$ cat src/rtl/axi_rd_arbiter_if.sv
// Bundles the requester-side AR/R ports and the shared m00_axi AR/R channels of axi_rd_arbiter.
// The master modport is the arbiter's view; slave is the requesters/memory side.
interface axi_rd_arbiter_if #(
    parameter int NUM_REQ = 2,
    parameter int ADDR_W  = 32,
    parameter int DATA_W  = 512
);
    logic [NUM_REQ*ADDR_W-1:0] req_araddr;
    logic [NUM_REQ*8-1:0]      req_arlen;
    logic [NUM_REQ-1:0]        req_arvalid;
    logic [NUM_REQ-1:0]        req_arready;
    logic [DATA_W-1:0]         req_rdata;
    logic                      req_rlast;
    logic [1:0]                req_rresp;
    logic [NUM_REQ-1:0]        req_rvalid;
    logic [NUM_REQ-1:0]        req_rready;

    logic [ADDR_W-1:0]         m00_axi_araddr;
    logic [7:0]                m00_axi_arlen;
    logic [2:0]                m00_axi_arsize;
    logic [1:0]                m00_axi_arburst;
    logic                      m00_axi_arlock;
    logic [3:0]                m00_axi_arcache;
    logic [2:0]                m00_axi_arprot;
    logic                      m00_axi_arvalid;
    logic                      m00_axi_arready;
    logic [DATA_W-1:0]         m00_axi_rdata;
    logic [1:0]                m00_axi_rresp;
    logic                      m00_axi_rlast;
    logic                      m00_axi_rvalid;
    logic                      m00_axi_rready;

    modport master (
        input  req_araddr, req_arlen, req_arvalid, req_rready,
        input  m00_axi_arready, m00_axi_rdata, m00_axi_rresp, m00_axi_rlast, m00_axi_rvalid,
        output req_arready, req_rdata, req_rlast, req_rresp, req_rvalid,
        output m00_axi_araddr, m00_axi_arlen, m00_axi_arsize, m00_axi_arburst, m00_axi_arlock,
        output m00_axi_arcache, m00_axi_arprot, m00_axi_arvalid, m00_axi_rready
    );

    modport slave (
        output req_araddr, req_arlen, req_arvalid, req_rready,
        output m00_axi_arready, m00_axi_rdata, m00_axi_rresp, m00_axi_rlast, m00_axi_rvalid,
        input  req_arready, req_rdata, req_rlast, req_rresp, req_rvalid,
        input  m00_axi_araddr, m00_axi_arlen, m00_axi_arsize, m00_axi_arburst, m00_axi_arlock,
        input  m00_axi_arcache, m00_axi_arprot, m00_axi_arvalid, m00_axi_rready
    );
endinterface

$ cat src/rtl/axi_rd_arbiter.sv
// Round-robin sharing of one AXI4 read port between NUM_REQ load engines; an order FIFO of
// grant indices steers in-order R bursts back to their owners.
//   state | meaning
//   IDLE  | waiting for a request with order-FIFO space; grants combinationally
//   ISSUE | latched burst presented on m00_axi AR until arready
module axi_rd_arbiter #(
    parameter int NUM_REQ   = 2,
    parameter int ADDR_W    = 32,
    parameter int DATA_W    = 512,
    parameter int MAX_OUTST = 4
) (
    input logic              system_clk,
    input logic              rst,
    axi_rd_arbiter_if.master bus
);
    localparam int IDX_W = (NUM_REQ > 1) ? $clog2(NUM_REQ) : 1;
    localparam int PTR_W = (MAX_OUTST > 1) ? $clog2(MAX_OUTST) : 1;
    localparam int CNT_W = $clog2(MAX_OUTST + 1);

    typedef enum logic {IDLE = 1'b0, ISSUE = 1'b1} state_t;

    state_t             state_q, state_d;
    logic [IDX_W-1:0]   rr_q, rr_d;
    logic [IDX_W-1:0]   gnt_q, gnt_d;
    logic [ADDR_W-1:0]  araddr_q, araddr_d;
    logic [7:0]         arlen_q, arlen_d;
    logic [IDX_W-1:0]   fifo_q [MAX_OUTST];
    logic [IDX_W-1:0]   fifo_d [MAX_OUTST];
    logic [PTR_W-1:0]   wr_ptr_q, wr_ptr_d;
    logic [PTR_W-1:0]   rd_ptr_q, rd_ptr_d;
    logic [CNT_W-1:0]   count_q, count_d;

    logic               gnt_found, grant, push, pop, fifo_empty;
    logic [IDX_W-1:0]   gnt_idx, head;
    logic [NUM_REQ-1:0] arv_rot, rdy_rot;
    int                 idx;

    // first valid requester at or after rr, wrapping
    always_comb begin
        gnt_found = 1'b0;
        gnt_idx   = '0;
        idx       = 0;
        arv_rot   = '0;
        for (int k = 0; k < NUM_REQ; k++) begin
            idx = int'(rr_q) + k;
            if (idx >= NUM_REQ) idx = idx - NUM_REQ;
            arv_rot = bus.req_arvalid >> idx;
            if (!gnt_found && arv_rot[0]) begin
                gnt_found = 1'b1;
                gnt_idx   = IDX_W'(idx);
            end
        end
    end

    assign grant = !rst && (state_q == IDLE) && gnt_found && (count_q < CNT_W'(MAX_OUTST));

    always_comb begin
        state_d  = state_q;
        rr_d     = rr_q;
        gnt_d    = gnt_q;
        araddr_d = araddr_q;
        arlen_d  = arlen_q;
        push     = 1'b0;
        unique case (state_q)
            IDLE: begin
                if (grant) begin
                    gnt_d    = gnt_idx;
                    araddr_d = ADDR_W'(bus.req_araddr >> (int'(gnt_idx) * ADDR_W));
                    arlen_d  = 8'(bus.req_arlen >> (int'(gnt_idx) * 8));
                    state_d  = ISSUE;
                end
            end
            ISSUE: begin
                if (bus.m00_axi_arready) begin
                    push    = 1'b1;
                    rr_d    = (int'(gnt_q) == NUM_REQ - 1) ? '0 : gnt_q + 1'b1;
                    state_d = IDLE;
                end
            end
            default: state_d = IDLE;
        endcase
    end

    assign fifo_empty = (count_q == '0);
    assign head       = fifo_q[rd_ptr_q];
    assign rdy_rot    = bus.req_rready >> head;
    assign pop        = bus.m00_axi_rvalid && bus.m00_axi_rready && bus.m00_axi_rlast;

    always_comb begin
        fifo_d   = fifo_q;
        wr_ptr_d = wr_ptr_q;
        rd_ptr_d = rd_ptr_q;
        count_d  = count_q;
        if (push) begin
            fifo_d[wr_ptr_q] = gnt_q;
            wr_ptr_d         = wr_ptr_q + 1'b1;
        end
        if (pop) rd_ptr_d = rd_ptr_q + 1'b1;
        if (push && !pop) count_d = count_q + 1'b1;
        else if (pop && !push) count_d = count_q - 1'b1;
    end

    always_ff @(posedge system_clk) begin
        if (rst) begin
            state_q  <= IDLE;
            rr_q     <= '0;
            gnt_q    <= '0;
            araddr_q <= '0;
            arlen_q  <= '0;
            wr_ptr_q <= '0;
            rd_ptr_q <= '0;
            count_q  <= '0;
        end else begin
            state_q  <= state_d;
            rr_q     <= rr_d;
            gnt_q    <= gnt_d;
            araddr_q <= araddr_d;
            arlen_q  <= arlen_d;
            wr_ptr_q <= wr_ptr_d;
            rd_ptr_q <= rd_ptr_d;
            count_q  <= count_d;
        end
    end

    // entries are only read while counted, so they need no reset
    always_ff @(posedge system_clk) begin
        fifo_q <= fifo_d;
    end

    assign bus.req_arready     = grant ? (NUM_REQ'(1) << gnt_idx) : '0;
    assign bus.m00_axi_araddr  = araddr_q;
    assign bus.m00_axi_arlen   = arlen_q;
    assign bus.m00_axi_arvalid = (state_q == ISSUE);
    assign bus.m00_axi_arsize  = 3'b110;
    assign bus.m00_axi_arburst = 2'b01;
    assign bus.m00_axi_arlock  = 1'b0;
    assign bus.m00_axi_arcache = 4'b0011;
    assign bus.m00_axi_arprot  = 3'b000;

    assign bus.req_rvalid     = (!fifo_empty && bus.m00_axi_rvalid) ? (NUM_REQ'(1) << head) : '0;
    assign bus.m00_axi_rready = !fifo_empty && rdy_rot[0];
    assign bus.req_rdata      = bus.m00_axi_rdata;
    assign bus.req_rlast      = bus.m00_axi_rlast;
    assign bus.req_rresp      = bus.m00_axi_rresp;
endmodule

$ cat src/flat_wrapper.sv
// flat-port wrapper written by rule: the top's interface ports become plain ports
module axi_rd_arbiter_flat 
#(
    parameter int NUM_REQ   = 2,
    parameter int ADDR_W    = 32,
    parameter int DATA_W    = 512,
    parameter int MAX_OUTST = 4
)
  (system_clk, rst, bus_req_araddr, bus_req_arlen, bus_req_arvalid, bus_req_rready, bus_m00_axi_arready, bus_m00_axi_rdata, bus_m00_axi_rresp, bus_m00_axi_rlast, bus_m00_axi_rvalid, bus_req_arready, bus_req_rdata, bus_req_rlast, bus_req_rresp, bus_req_rvalid, bus_m00_axi_araddr, bus_m00_axi_arlen, bus_m00_axi_arsize, bus_m00_axi_arburst, bus_m00_axi_arlock, bus_m00_axi_arcache, bus_m00_axi_arprot, bus_m00_axi_arvalid, bus_m00_axi_rready);
  axi_rd_arbiter_if #(.NUM_REQ(NUM_REQ), .ADDR_W(ADDR_W), .DATA_W(DATA_W)) bus_i ();
  input logic system_clk;
  input logic rst;
  input wire logic [$bits(bus_i.req_araddr)-1:0] bus_req_araddr;
  input wire logic [$bits(bus_i.req_arlen)-1:0] bus_req_arlen;
  input wire logic [$bits(bus_i.req_arvalid)-1:0] bus_req_arvalid;
  input wire logic [$bits(bus_i.req_rready)-1:0] bus_req_rready;
  input wire logic [$bits(bus_i.m00_axi_arready)-1:0] bus_m00_axi_arready;
  input wire logic [$bits(bus_i.m00_axi_rdata)-1:0] bus_m00_axi_rdata;
  input wire logic [$bits(bus_i.m00_axi_rresp)-1:0] bus_m00_axi_rresp;
  input wire logic [$bits(bus_i.m00_axi_rlast)-1:0] bus_m00_axi_rlast;
  input wire logic [$bits(bus_i.m00_axi_rvalid)-1:0] bus_m00_axi_rvalid;
  output wire logic [$bits(bus_i.req_arready)-1:0] bus_req_arready;
  output wire logic [$bits(bus_i.req_rdata)-1:0] bus_req_rdata;
  output wire logic [$bits(bus_i.req_rlast)-1:0] bus_req_rlast;
  output wire logic [$bits(bus_i.req_rresp)-1:0] bus_req_rresp;
  output wire logic [$bits(bus_i.req_rvalid)-1:0] bus_req_rvalid;
  output wire logic [$bits(bus_i.m00_axi_araddr)-1:0] bus_m00_axi_araddr;
  output wire logic [$bits(bus_i.m00_axi_arlen)-1:0] bus_m00_axi_arlen;
  output wire logic [$bits(bus_i.m00_axi_arsize)-1:0] bus_m00_axi_arsize;
  output wire logic [$bits(bus_i.m00_axi_arburst)-1:0] bus_m00_axi_arburst;
  output wire logic [$bits(bus_i.m00_axi_arlock)-1:0] bus_m00_axi_arlock;
  output wire logic [$bits(bus_i.m00_axi_arcache)-1:0] bus_m00_axi_arcache;
  output wire logic [$bits(bus_i.m00_axi_arprot)-1:0] bus_m00_axi_arprot;
  output wire logic [$bits(bus_i.m00_axi_arvalid)-1:0] bus_m00_axi_arvalid;
  output wire logic [$bits(bus_i.m00_axi_rready)-1:0] bus_m00_axi_rready;
  assign bus_i.req_araddr = bus_req_araddr;
  assign bus_i.req_arlen = bus_req_arlen;
  assign bus_i.req_arvalid = bus_req_arvalid;
  assign bus_i.req_rready = bus_req_rready;
  assign bus_i.m00_axi_arready = bus_m00_axi_arready;
  assign bus_i.m00_axi_rdata = bus_m00_axi_rdata;
  assign bus_i.m00_axi_rresp = bus_m00_axi_rresp;
  assign bus_i.m00_axi_rlast = bus_m00_axi_rlast;
  assign bus_i.m00_axi_rvalid = bus_m00_axi_rvalid;
  assign bus_req_arready = bus_i.req_arready;
  assign bus_req_rdata = bus_i.req_rdata;
  assign bus_req_rlast = bus_i.req_rlast;
  assign bus_req_rresp = bus_i.req_rresp;
  assign bus_req_rvalid = bus_i.req_rvalid;
  assign bus_m00_axi_araddr = bus_i.m00_axi_araddr;
  assign bus_m00_axi_arlen = bus_i.m00_axi_arlen;
  assign bus_m00_axi_arsize = bus_i.m00_axi_arsize;
  assign bus_m00_axi_arburst = bus_i.m00_axi_arburst;
  assign bus_m00_axi_arlock = bus_i.m00_axi_arlock;
  assign bus_m00_axi_arcache = bus_i.m00_axi_arcache;
  assign bus_m00_axi_arprot = bus_i.m00_axi_arprot;
  assign bus_m00_axi_arvalid = bus_i.m00_axi_arvalid;
  assign bus_m00_axi_rready = bus_i.m00_axi_rready;
  axi_rd_arbiter #(.NUM_REQ(NUM_REQ), .ADDR_W(ADDR_W), .DATA_W(DATA_W), .MAX_OUTST(MAX_OUTST)) u_core (.system_clk(system_clk), .rst(rst), .bus(bus_i));
endmodule
$ cat config.mk
export PLATFORM = sky130hd
export DESIGN_NAME = axi_rd_arbiter_flat
export DESIGN_NICKNAME = d
export VERILOG_FILES = /design/src/rtl/axi_rd_arbiter_if.sv /design/src/rtl/axi_rd_arbiter.sv /design/src/flat_wrapper.sv
export SDC_FILE = /design/constraint.sdc
export NUM_CORES = 1
export LEC_CHECK = 0
export BUFFER_PORTS_ARGS = -buffer_cell sky130_fd_sc_hd__buf_2
export CELL_PAD_IN_SITES_DETAIL_PLACEMENT = 0
export CELL_PAD_IN_SITES_GLOBAL_PLACEMENT = 1
export CORE_AREA = 2 2 464 466
export DETAILED_ROUTE_END_ITERATION = 10
export DIE_AREA = 0 0 466 468
export PLACE_DENSITY = 0.3
export SYNTH_ARGS = -nofsm -noshare
export SYNTH_HDL_FRONTEND = slang
export SYNTH_SLANG_ARGS = --single-unit
$ cat constraint.sdc
create_clock -name system_clk -period 7.2 [get_ports system_clk]
set_clock_uncertainty 0.15 [all_clocks]
set_input_delay 1.08 -clock system_clk [delete_from_list [all_inputs] [get_ports system_clk]]
set_output_delay 1.08 -clock system_clk [all_outputs]
set_load 0.05 [all_outputs]
# --- Word-level counts from Yosys, hierarchy flattened ---
# Cells that the tools add are included.
# Widths: inputs -> output; s select.
totals:
  register_bits: 54
  latchBits: 0
  mem_bits_rw: 0
  rom_bits: 0
  inputBits: 603
  output_inout_bits: 574
  mem_count: 0
op_classes:
  n_addsub: 8
  multipliers: 0
  div: 0
  magnitude_cmp: 6
  eq_ne: 0
  shifts: 7
  mux: 22
  bitwise: 3
  n_reduce_logical: 20
op_table:
  columns: ["cell", "count"]
  rows:
  - ["$mux 32", 2]
  - ["$shr 2x32->1", 2]
  - ["$shr 64x6->32", 1]
  - ["$ge 32x3->1 const B", 1]
  - ["$sub 32x3->32 const B", 1]
  - ["$shr 16x4->8", 1]
  - ["$mux 1", 12]
  - ["$logic_and 1x1->1", 11]
  - ["$ge 3x3->1 const B", 2]
  - ["$mux 3", 2]
  - ["$not 2->3", 2]
  - ["$logic_not 1->1", 5]
  - ["$add 2x1->2 const B", 2]
  - ["$bwmux 4", 1]
  - ["$mux 2", 2]
  - ["$reduce_and 2->1", 2]
  - ["$shl 1x1->2 const A", 2]
  - ["$add 3x1->3 const B", 1]
  - ["$logic_not 3->1", 1]
  - ["$lt 3x1->1 const B", 1]
  - ["$lt 3x3->1 const B", 1]
  - ["$sub 1x2->3 const B", 1]
  - ["$sub 3x1->3 const B", 1]
  - ["$add 1x1->2 const B", 1]
  - ["8 further kinds", 8]

# --- Longest topological paths before layout ---
# Gate-level depths: netlist of run 1.
depth:
  depth_word: 11
  mapped_depth: 9
  mapped_depth_nobuf: 9

# --- Worst setup path before layout of run 1 ---
# OpenSTA, ideal clock, no wires.
synth_timing:
  path_type: "input to output"
  startpoint: "input port rst"
  endpoint: "output port bus_req_arready[1]"
  arrival_ns: 2.091
  path_slack_ns: 3.879
  path_stages: 5
  path_buffers: 3
  cell_sequence: "clkbuf_1 -> nor3_1 -> and3_1 -> clkbuf_1 -> buf_2"
synth_via:
  elab_chain_cells: 5
synth_lines:
  columns: ["element", "line", "rtl"]
  rows:
  - ["start: declaration", "flat_wrapper.sv:12", "input logic rst;"]
  - ["$logic_not 1->1", "axi_rd_arbiter.sv:55", "assign grant = !rst && (state_q == IDLE) && gnt_found && (count_q < CNT_W'(MAX_OUTST));"]
  - ["$logic_and 1x1->1 (3 in series)", "axi_rd_arbiter.sv:55", null]
  - ["$mux 2", "axi_rd_arbiter.sv:130", "assign bus.req_arready = grant ? (NUM_REQ'(1) << gnt_idx) : '0;"]
  - ["end: declaration", "flat_wrapper.sv:22", "output wire logic [$bits(bus_i.req_arready)-1:0] bus_req_arready;"]
# No other way between the ends.

# --- Final worst setup path of run 1 ---
layout_timing:
  startpoint: "input port rst"
  endpoint: "output port bus_req_arready[0]"
# The elaborated chain is that of the path after synthesis.

==> results of run 1 <==
metal layers:
| metal | global-route usage, % | wire length (um) | up-vias |
|---|---|---|---|
| met5 | 0.373 | 77 | - |
| met4 | 3.64 | 4580 | 4 |
| met3 | 25.1 | 61300 | 224 |
| met2 | 18.3 | 59400 | 1011 |
| li1 | - | - | 1078 |
| met1 | 2.32 | 9370 | 1347 |
cells in the mapped netlist (2+ instances only):
cell	n	area share [%]
a21oi_1	4	0.33
a222oi_1	40	6.6
and3_1	6	0.61
buf_2	2	0.16
buf_4	528	65
clkbuf_1	17	1.0
conb_1	2	0.12
dfxtp_1	50	16
edfxtp_1	4	2.0
ha_1	5	1.0
inv_1	6	0.37
mux2i_1	2	0.33
nand2_1	7	0.43
nand2b_1	2	0.20
nor2_1	50	3.1
nor3_1	2	0.16
xor2_1	2	0.29
how the worst min path moves through the flow:
| stage | slack [ps] | from | endpoint | cells after the start |
|---|---|---|---|---|
| final | 350 | u_core.rd_ptr_q[1] | u_core.rd_ptr_q[1] | 2 |
| after global routing | 380 | u_core.rd_ptr_q[1] | u_core.rd_ptr_q[1] | 2 |
| after CTS | 360 | u_core.bus.m00_axi_araddr[31] | u_core.bus.m00_axi_araddr[31] | 2 |
| after detailed placement | 330 | u_core.bus.m00_axi_araddr[21] | u_core.bus.m00_axi_araddr[21] | 2 |
| after global placement | 330 | u_core.bus.m00_axi_arlen[5] | u_core.bus.m00_axi_arlen[5] | 2 |
| after floorplan | 310 | u_core.rd_ptr_q[1] | u_core.rd_ptr_q[1] | 2 |
logic make-up (layout without fill, tap and decap cells):
| group | count (synthesis) | in the layout | share of synthesized area, % |
|---|---|---|---|
| flops | 54 | 54 | 18.3 |
| compound gates | 48 | 48 | 7.31 |
| mux | 4 | 4 | 0.942 |
| fa+ha+maj | 6 | 6 | 1.35 |
| xor+xnor | 3 | 3 | 0.430 |
| buf+inv | 554 | 154 | 66.5 |
| simple gates | 71 | 71 | 5.00 |
| other cells | 2 | 13 | 0.123 |
layout make-up:
class	count	area, um2	area share (%)
Sequential cell	54	1120	17.1
Inverter	6	22.5	0.344
Multi-Input combinational cell	145	981	15.0
Clock inverter	2	13.8	0.210
Tap cell	2838	3550	54.2
Clock buffer	6	150	2.29
Timing Repair Buffer	140	713	10.9
stage by stage:
stage | instances | cell area (um2) | utilization, %
global route | 3191 | 6550 | 3.07
detailed placement | 3183 | 6390 | 2.99
global placement | 3183 | 6390 | 2.99
floorplan | 753 | 6150 | -
CTS | 3191 | 6550 | 3.07
finish | 3191 | 6550 | 3.07
power breakdown:
part	internal, W	total (W)	switching, W
logic	0.0000825	0.000318	0.000235
clock network	0.000152	0.000310	0.000157
registers	0.000332	0.000353	0.0000210
total	0.000567	0.000981	0.000414
worst min-delay path: stages, from the launching register on:
cell and delay (ps):
dfxtp_1 330, o31ai_1 70, a21oi_1 50
state kept, by name (all words and copies together) (netlist names):
register                    count
u_core.bus.m00_axi_araddr      32
u_core.bus.m00_axi_arlen        8
u_core.bus.m00_axi_arvalid      1
u_core.count_q                  3
u_core.fifo_q                   4
u_core.gnt_q                    1
u_core.rd_ptr_q                 2
u_core.rr_q                     1
u_core.wr_ptr_q                 2
==> metrics, run 1 <==
crit end category=output port; status=completed; top fanout value on the critical path=slightly above 40; most frequent cells in the layout=135 x buf_2, 50 x nor2_1, 50 x dfxtp_1, 40 x a222oi_1, 13 x conb_1; most common cell after layout, fill and taps aside=buf_2; via count of the first global-routing pass=3365; final wirelength=approximately 130000 um; setup-violating endpoint count in the final report=0; buffer type at the clock tree root=clkbuf_16; largest net degree at the start of global routing=43; number of flops mapped to enable cells by yosys=4; number of design rule violations left after detail routing=0; area of the core=0.213 mm2; kind of start point of the critical path=input pin; startpoint of the worst-slack reg-to-reg timing path=u_core.rd_ptr_q[0]; share of cells above drive strength 1=43.9%; Synth async-reset ratio=0%; Starting Density=2.86%; Unique masters post-synth=30; timing startpoint of the critical path=rst; Horiz. Die Dim=466 um; clock latency on the worst-skew pair=340 ps; Cell Rows=170; measured slew at the worst slew-check pin=1100 ps; cts hold-fix bufs=0; Max H-tree Level=2; CTS tree=yes; worst slack after detailed placement=2450 ps; Synth Instances=about 740; standard cell with the maximum stage delay on the critical path=and3_2; # resized after CTS=0; Required @ worst endpoint=5970 ps; Final Hold Slack=~350 ps; cell area after synthesis=approximately 0.006 mm2; antenna violation net count after detailed routing=0; clk sink count=54; setup slack, reg-to-reg=around 4000 ps; Max-Cap Viols=0; maximum ir drop on the vdd rail=0.0814 mV; initial antenna violation count=7; critical register-to-register path endpoint=u_core.count_q[2]; Fmax achieved=220 MHz; fraction of the cycle the final worst path needs=63.1%; Overflow after GRT=0; Power Total=0.000981 W; crit path kind=in2out; buffer and inverter count on the worst path=2; WP depth=4; Final Hold Violating Endpoints=0; gp weighted congestion=0.778; buffers added on ports=135; top flip-flop cell by instance count after synthesis=dfxtp_1; number of cell instances on the worst register-to-register path=9; final max-slew violation count=0; vias per cell=1.15; termination of the worst setup path=bus_req_arready[0]; Total Neg Setup Slack=0 ps; setup repair after global routing missed its margin=false; Area Growth Syn to Fin=7.23%; fraction of the yosys area taken by sequential cells=18.3%; longest individual stage delay on the worst path=1030 ps; via count=approximately 3700; Yosys warnings=0; floorplan die height=468 um; area of the die=about 0.22 mm2; NumNets Final=roughly 960; Clock transition at path regs=~70 ps; clk buf depth=2; power per standard cell area=150 mW/mm2; CP cell instances=buf_2, nor3_1, and3_2, buf_2; worst max-slew margin expressed relative to the limit=26.6%; Hold WC Path Type=reg2reg; Worst Slack Setup Final=between 2000 and 3000 ps; mean instance size in the synthesized netlist=8.24 um2; iteration count of the initial detailed-routing pass=7; initial drt markers=418; post-CTS setup buffer count=0; family with the most delay on the worst path=simple AND/OR/NAND/NOR gates; clock buffers created by TritonCTS=5; minimum clock period after layout=~4500 ps; Critical Path AT=~3300 ps; routed wirelength normalized by instance count=42.2 um; # IOs=roughly 1200; number of storage elements in the synthesis netlist=54; global-route total usage across every layer=11.8%; Most common cell on crit path=buf_2; leakage power figure=between 1.5 and 2 nW; diode count=0; Filler Cells Inserted=25400; wire length of the first global-routing pass=142000 um; DPL Wire Length=~130000 um
No activity file was read; power rests on OpenSTA's default activity.
==> run 2, diff against run 1 <==
Settings changed: CORE_AREA 2 2 464 466 to 2 2 452 454, DIE_AREA 0 0 466 468 to 0 0 454 456.
Clock period 7.2 ns to 4.41 ns, I/O delays scaled along.
==> metrics, run 2 (synthesis gave the netlist of run 1 again) <==
Filler Cells Inserted=24000; antenna violation net count after detailed routing=0; sequential fraction of design power=36.3%; vias per cell=1.21; area of the die=between 0.2 and 0.25 mm2; largest net degree at the start of global routing=52; setup-violating endpoint count in the final report=0; minimum clock period after layout=2940 ps; status=completed; floorplan die height=456 um; Layout Cells excl Fill=3027; final wirelength=~110000 um; crit end category=flop; clk buf depth=2; crit path kind=reg2reg; # resized after CTS=0; cts hold-fix bufs=0; power per standard cell area=252 mW/mm2; Max H-tree Level=2; longest individual stage delay on the worst path=around 560 ps; global-route total usage across every layer=10.6%; via count of the first global-routing pass=3426; post-CTS setup buffer count=0; top fanout value on the critical path=4; clock latency on the worst-skew pair=350 ps; diode count=0; Final Cell Area=0.00635 mm2; NumNets Final=around 960; Pint=roughly 0.0009 W; worst slack after detailed placement=1480 ps; clock buffers created by TritonCTS=5; most frequent cells in the layout=135 x buf_2, 50 x nor2_1, 50 x dfxtp_1, 40 x a222oi_1, 13 x conb_1; Required @ worst endpoint=approximately 4500 ps; number of design rule violations left after detail routing=0; initial antenna violation count=10; fraction of the cycle the final worst path needs=66.7%; worst max-slew margin expressed relative to the limit=48.3%; # IOs=1177; routed wirelength normalized by instance count=38.0 um; max reg flops=32; proportion of total power due to net switching=between 40% and 50%; iteration count of the initial detailed-routing pass=9; Cell Rows=165; Starting Density=3.03%; Clock transition at path regs=100 ps; Fmax achieved=between 300 and 400 MHz; measured slew at the worst slew-check pin=a little under 800 ps; initial drt markers=434; Final Hold Violating Endpoints=0; CP cell instances=mux4_2, mux2i_1, or3b_4, ha_1, inv_1, fa_1, xor2_1, or3_1, a21oi_1; Worst Slack Setup Final=1470 ps; Area Growth Syn to Fin=3.99%; number of instances in the placed design=3019; Max-Cap Viols=0; most common cell after layout, fill and taps aside=buf_2; kind of start point of the critical path=flop; Final Hold Slack=350 ps; clk sink count=54; setup repair after global routing missed its margin=false; Critical Path AT=roughly 3100 ps; standard cell with the maximum stage delay on the critical path=mux4_2; Overflow after GRT=0; wire length of the first global-routing pass=123000 um; NetSw=0.000696 W; CTS tree=yes; combinational cell fraction of total power=32.2%; post-detailed-placement cell area=about 0.0062 mm2; Hold WC Path Type=reg2reg; buffer type at the clock tree root=clkbuf_16; share of cells above drive strength 1=44.5%; final max-slew violation count=0; family with the most delay on the worst path=multiplexers; gp weighted congestion=0.793; DPL Wire Length=109000 um; area of the core=0.202 mm2; via count=3670; Total Neg Setup Slack=0 ps; buffers added on ports=135; maximum ir drop on the vdd rail=approximately 0.15 mV; buffer and inverter count on the worst path=1; leakage power figure=1.56 nW; power share of the clock group=between 30% and 40%; Horiz. Die Dim=454 um
[run 2: cell count changes in the layout (fill, tap and decap cells not counted)]
cell       before  now
clkinv_4        0    1
buf_4           5    7
inv_8           0    1
clkbuf_16       6    5
nor3_1          2    1
clkinv_2        1    0
nor3_2          0    1
[run 2: power by group through the flow]
stage | clock [W] | combinational, W | sequential [W]
6_report | 0.000504 | 0.000514 | 0.000580
5_1_grt | 0.000557 | 0.000554 | 0.000586
4_1_cts | 0.000562 | 0.000535 | 0.000581
3_5_place_dp | 0 | 0.000532 | 0.000591
3_3_place_gp | 0 | 0.000539 | 0.000593
2_1_floorplan | 0 | 0.00146 | 0.000707
[run 2: final cells by class]
cell class	instances	area [um2]	share of cell area (%)
Timing Repair Buffer	142	728	11.5
Multi-Input combinational cell	145	986	15.5
Sequential cell	54	1120	17.6
Clock buffer	5	125	1.97
Clock inverter	3	28.8	0.453
Tap cell	2672	3340	52.6
Inverter	6	22.5	0.354
[run 2: worst register-to-register path: stages (launching register included)]
cell	delay [ps]
dfxtp_1	410
mux4_2	560
mux2i_1	320
or3b_4	210
ha_1	180
inv_1	60
fa_1	370
xor2_1	160
or3_1	320
a21oi_1	150
[run 2: routing by layer]
layer / GRT usage (%) / up-vias / wire length, um
li1: - / 1080 / -
met1: 3.86 / 1458 / 14500
met2: 17.8 / 999 / 55100
met3: 18.5 / 119 / 42500
met4: 2.03 / 14 / 2090
met5: 2.61 / - / 670
[run 2: worst paths after layout]
path	endpoint	cells after the start	slack (ps)	startpoint
hold reg to reg	u_core.rd_ptr_q[1]	2	350	u_core.rd_ptr_q[1]
setup / recovery	u_core.count_q[2]	9	1470	u_core.rd_ptr_q[0]
hold / removal	u_core.rd_ptr_q[1]	2	350	u_core.rd_ptr_q[1]
setup reg to reg	u_core.count_q[2]	9	1470	u_core.rd_ptr_q[0]
[run 2: through the flow]
step / total power (W) / util, %
final: 0.00160 / 3.15
after global routing: 0.00170 / 3.15
after CTS: 0.00168 / 3.15
after detailed placement: 0.00112 / 3.07
after global placement: 0.00113 / 3.07
after floorplan: 0.00217 / -
